[config.mk]
export PLATFORM = sky130hd
export DESIGN_NAME = blit_loop_seq
export DESIGN_NICKNAME = d
export VERILOG_FILES = /design/src/rtl/blit_loop_seq.sv
export SDC_FILE = /design/constraint.sdc
export NUM_CORES = 1
export LEC_CHECK = 0
export CAP_MARGIN = 0
export CORE_MARGIN = 2
export CORE_UTILIZATION = 57
export CTS_CLUSTER_SIZE = 16
export DETAILED_ROUTE_END_ITERATION = 8
export PLACE_DENSITY = 0.86
export SYNTH_ARGS = -nofsm -noshare
export SYNTH_HDL_FRONTEND = slang
export SYNTH_SLANG_ARGS = --single-unit
[constraint.sdc]
create_clock -name sys_clk -period 5.1 [get_ports sys_clk]
set_input_delay 1.02 -clock sys_clk [delete_from_list [all_inputs] [get_ports sys_clk]]
set_output_delay 1.02 -clock sys_clk [all_outputs]
set_load 0.05 [all_outputs]
[src/rtl/blit_loop_seq.sv]
// ---------------------------------------------------------------------------
// blit_loop_seq
// Outer/inner loop sequencer for the blitter. Holds the GPU-loaded outer and
// inner loop counts and runs the inner loop one handshaked iteration at a
// time. It pulses outer_step at the end of each inner pass, then decrements
// the outer count. It reports done when the outer count is exhausted.
//
// Ports
//   sys_clk     in   system clock, all state on rising edge
//   reset       in   asynchronous active-high reset
//   gpu_din     in   [31:16] outer count, [15:0] inner count
//   countld     in   load both counts from gpu_din (IDLE only)
//   go          in   start a run (IDLE only)
//   stop        in   abort to IDLE from any state, counts are kept
//   step_req    out  inner-iteration request to the datapath
//   step_ack    in   datapath accepts one inner iteration
//   outer_step  out  one-cycle pulse at the end of each inner pass
//   busy        out  high in RUN and OSTEP
//   done        out  one-cycle pulse on normal completion
//   ocount      out  remaining outer count
//   icount      out  remaining inner iterations in the current pass
//
// state | meaning
// ------+---------------------------------------------------------------
// IDLE  | waiting for countld / go
// RUN   | step_req high, one icount decrement per accepted step_ack
// OSTEP | one-cycle inner-pass boundary, outer_step high, ocount decrements
// DONE  | one-cycle completion pulse, returns to IDLE
// ---------------------------------------------------------------------------
module blit_loop_seq (
    input  logic        sys_clk,
    input  logic        reset,
    input  logic [31:0] gpu_din,
    input  logic        countld,
    input  logic        go,
    input  logic        stop,
    output logic        step_req,
    input  logic        step_ack,
    output logic        outer_step,
    output logic        busy,
    output logic        done,
    output logic [15:0] ocount,
    output logic [15:0] icount
);

    typedef enum logic [1:0] {
        IDLE  = 2'd0,
        RUN   = 2'd1,
        OSTEP = 2'd2,
        DONE  = 2'd3
    } state_t;

    state_t      state;
    state_t      state_nxt;
    logic [15:0] inner_ld;

    // A go coincident with countld must see the freshly written counts.
    logic [15:0] ocount_src;
    logic [15:0] inner_src;
    logic        zero_go;

    assign ocount_src = countld ? gpu_din[31:16] : ocount;
    assign inner_src  = countld ? gpu_din[15:0]  : inner_ld;
    assign zero_go    = (ocount_src == 16'd0) || (inner_src == 16'd0);

    always_comb begin
        state_nxt = state;
        if (stop) begin
            state_nxt = IDLE;
        end else begin
            case (state)
                IDLE: begin
                    if (go) begin
                        state_nxt = zero_go ? DONE : RUN;
                    end
                end
                RUN: begin
                    if (step_ack && (icount == 16'd1)) begin
                        state_nxt = OSTEP;
                    end
                end
                OSTEP: begin
                    state_nxt = (ocount == 16'd1) ? DONE : RUN;
                end
                DONE: begin
                    state_nxt = IDLE;
                end
                default: begin
                    state_nxt = IDLE;
                end
            endcase
        end
    end

    // Outputs are registered from the next state so they line up exactly
    // with the state register and never see an input combinationally.
    always_ff @(posedge sys_clk or posedge reset) begin
        if (reset) begin
            state      <= IDLE;
            step_req   <= 1'b0;
            outer_step <= 1'b0;
            busy       <= 1'b0;
            done       <= 1'b0;
            ocount     <= 16'd0;
            icount     <= 16'd0;
            inner_ld   <= 16'd0;
        end else begin
            state      <= state_nxt;
            step_req   <= (state_nxt == RUN);
            outer_step <= (state_nxt == OSTEP);
            busy       <= (state_nxt == RUN) || (state_nxt == OSTEP);
            done       <= (state_nxt == DONE);

            // stop wins over every other request, including a coincident ack.
            if (!stop) begin
                case (state)
                    IDLE: begin
                        if (countld) begin
                            inner_ld <= gpu_din[15:0];
                            ocount   <= gpu_din[31:16];
                            icount   <= gpu_din[15:0];
                        end
                        if (go && !zero_go) begin
                            icount <= inner_src;
                        end
                    end
                    RUN: begin
                        if (step_ack) begin
                            icount <= icount - 16'd1;
                        end
                    end
                    OSTEP: begin
                        ocount <= ocount - 16'd1;
                        if (ocount != 16'd1) begin
                            icount <= inner_ld;
                        end
                    end
                    default: begin
                    end
                endcase
            end
        end
    end

endmodule

==> results.cfg <==
[synthesis]
avgSynthCellArea_um2 = 8.59
synth_area_leader_cell = dfrtp_1
syn-instance-count = 457
syn-num-nets = 506
synth.most_common_cell = dfrtp_1
ys.flop_type = dfrtp_1
synth_commonest_cells = dfrtp_1, nor2_1, nand2_1, a21oi_1, nand3_1
synth_cell_types = 70
ys_seq_elements = 54
synth_top_area_share_pct = 34.4
synth_edf_count = 0
async_reset_ff_share_pct = 100
syn_area_mm2 = 0.00393
seq_area_frac_synth_pct = 34.4
yosys_warnings = 0
synth_area_leaders = dfrtp_1, nor2_1, mux2_2, nand2_1, ha_1

[final_layout]
areaGrowthSynthToFinish_pct = 20.1
drive_gt1_share_pct = 10.3
final_area_mm2 = 0.00471
final_nets = 562
num_antenna_cells = 0

[clocking]
cts_tree = done
path_clk_slew_ps = 110
cts-resized-gates = 0
postCtsSetupRepairBufs = 0
clk_path_buf_depth = 2
h-tree-depth = 2
worst_skew_pair.late_latency_ps = 320
root_buffer = clkbuf_8
cts.sinks = 54
cts_hold_buf = 0
cts_buffers = 5

[timing]
finalCriticalPeriod_ps = 3930
slew_violations = 0
relSlewSlack_pct = 15.6
whs_ps = 576
rsz0062_at_grt = no
setup_viol = 0
finalCritPeriodShare_pct = 77.2
hold_viol = 0
fin_skew_ps = 12.3
setup_tns_ps = 0
fmax_ghz = 0.254
worst_pin_slew_ps = 1250

[worst_setup_path]
path_class = in2reg
reg2reg_to = icount[9]$_DFFE_PP0P_
critPathLaunchType = input pin
r2r_slack_ps = 1780
critPathRequiredTime_ps = 5300
rr_startpoint = state[1]$_DFF_PP0_
setup.worst_path.start = countld
arrival_ps = 4140
setup.worst_path.end_class = register
crit_end = icount[9]$_DFFE_PP0P_
path_max_fanout = 23
reg2reg_depth = 8

[drt]
first_iter_violations = 605
via_per_inst = 6.75
wl_um = 11500
vias = 4009
remaining_drc_errors = 0
postRouteAntennaNets = 0
wl_per_cell_um = 19.3
firstDrtPassIters = 8

[power]
seq_power_share_pct = 31.5
p_per_area_mw_per_mm2 = 653
intPower_uw = 1410
swShare_pct = 54.2
leakagePower_uw = 0.00179
power_switching_uw = 1670
power_frac_comb_pct = 60.1
p_clk_share_pct = 8.4
peakVddDrop_mv = 0.436

[die]
die_y_um = 87.0
rows = 30
dieArea_mm2 = 0.00757
core_area_mm2 = 0.00672
pin_count = 74
dieWidth_um = 87.0
initial_core_util_pct = 58.4

[global_routing]
grt_usage_pct = 30.6
antenna_found_initial = 0
grt_max_degree = 55
grt_pass1_vias = 3397
grt_pass1_wl_um = 18100
grt-ovfl-total = 0

[placement]
dpl.hpwl_um = 8340
postPlaceCellArea_mm2 = 0.00462
numPortBuffers = 73
gp_congestion = 0.928

[hold_path]
hold_class = reg2reg

[flow_run]
drv_cap = 0

[outcome]
status = complete, no violations
through the flow:
stage | std cells | power, µW | setup slack, ps | utilization, %
global placement | 586 | 2750 | 1100 | 68.8
detailed placement | 586 | 2790 | 957 | 68.8
finish | 594 | 3080 | 1170 | 70.2
global route | 594 | 3250 | 1020 | 70.2
CTS | 594 | 3050 | 1230 | 70.2
floorplan | 457 | 2220 | 2290 | -
layout make-up:
type	instances	area, µm²
Clock buffer	5	68.8
Clock inverter	3	23.8
Fill cell	537	2000
Inverter	15	56.3
Multi-Input combinational cell	359	2350
Sequential cell	54	1350
Tap cell	80	100
Timing Repair Buffer	78	768
registers in the layout, summed over array words and instances (netlist names):
register,cells
busy,1
done,1
icount,16
inner_ld,16
ocount,16
outer_step,1
state,2
step_req,1
worst max-delay path, cell delays in order:
cell	delay, ps
clkdlybuf4s50_1	960
or4b_1	560
o22ai_2	290
nand4_4	190
a31oi_4	570
o41ai_1	180
a221o_1	350
worst min-delay path by stage:
stage / cells after the start / from / end / slack [ps]
2_1_floorplan: 1 / inner_ld[13]$_DFFE_PP0P_ / inner_ld[13]$_DFFE_PP0P_ / 500
3_3_place_gp: 1 / inner_ld[6]$_DFFE_PP0P_ / inner_ld[6]$_DFFE_PP0P_ / 530
3_5_place_dp: 1 / inner_ld[3]$_DFFE_PP0P_ / inner_ld[3]$_DFFE_PP0P_ / 550
4_1_cts: 1 / inner_ld[3]$_DFFE_PP0P_ / inner_ld[3]$_DFFE_PP0P_ / 580
5_1_grt: 1 / inner_ld[6]$_DFFE_PP0P_ / inner_ld[6]$_DFFE_PP0P_ / 590
6_report: 2 / inner_ld[13]$_DFFE_PP0P_ / icount[13]$_DFFE_PP0P_ / 580
routing by layer:
| metal | track usage, % | wire, µm | up-vias |
|---|---|---|---|
| met1 | 48.1 | 5160 | 1904 |
| met5 | 0 | 0 | - |
| met4 | 7.39 | 207 | 0 |
| li1 | - | - | 1839 |
| met3 | 4.83 | 1060 | 23 |
| met2 | 43.8 | 5040 | 243 |
power by group through the flow:
stage	logic (µW)	clock network, µW	registers, µW
finish	1850	258	969
global route	1990	275	992
CTS	1840	262	954
detailed placement	1830	0	961
global placement	1800	0	953
floorplan	901	0	1320
kinds of logic after synthesis:
kind of cell / share of synthesized area, %
XOR/XNOR: 1.12
AND/OR/NAND/NOR: 25.0
multiplexers: 6.89
flip-flops: 34.4
AO/OA/AOI/OAI: 23.2
buffers and inverters: 5.80
adder cells (fa/ha/maj): 3.51
cells in the final DEF, fill, tap and decap left out, types with 7 or more instances in the layout:
| master | Yosys | final |
|---|---|---|
| a21oi_1 | 27 | 27 |
| a31oi_1 | 7 | 7 |
| clkdlybuf4s50_1 | 0 | 73 |
| dfrtp_1 | 54 | 54 |
| ha_1 | 11 | 11 |
| inv_1 | 13 | 12 |
| mux2_2 | 16 | 16 |
| mux2i_1 | 9 | 9 |
| nand2_1 | 45 | 45 |
| nand3_1 | 21 | 21 |
| nand4_1 | 7 | 7 |
| nor2_1 | 52 | 52 |
| nor3_1 | 17 | 17 |
| nor4_1 | 7 | 7 |
| o211ai_1 | 9 | 9 |
| o21ai_0 | 19 | 19 |
| o22ai_1 | 13 | 13 |
| or4_1 | 13 | 13 |
Power figures use the tool's default switching activity.
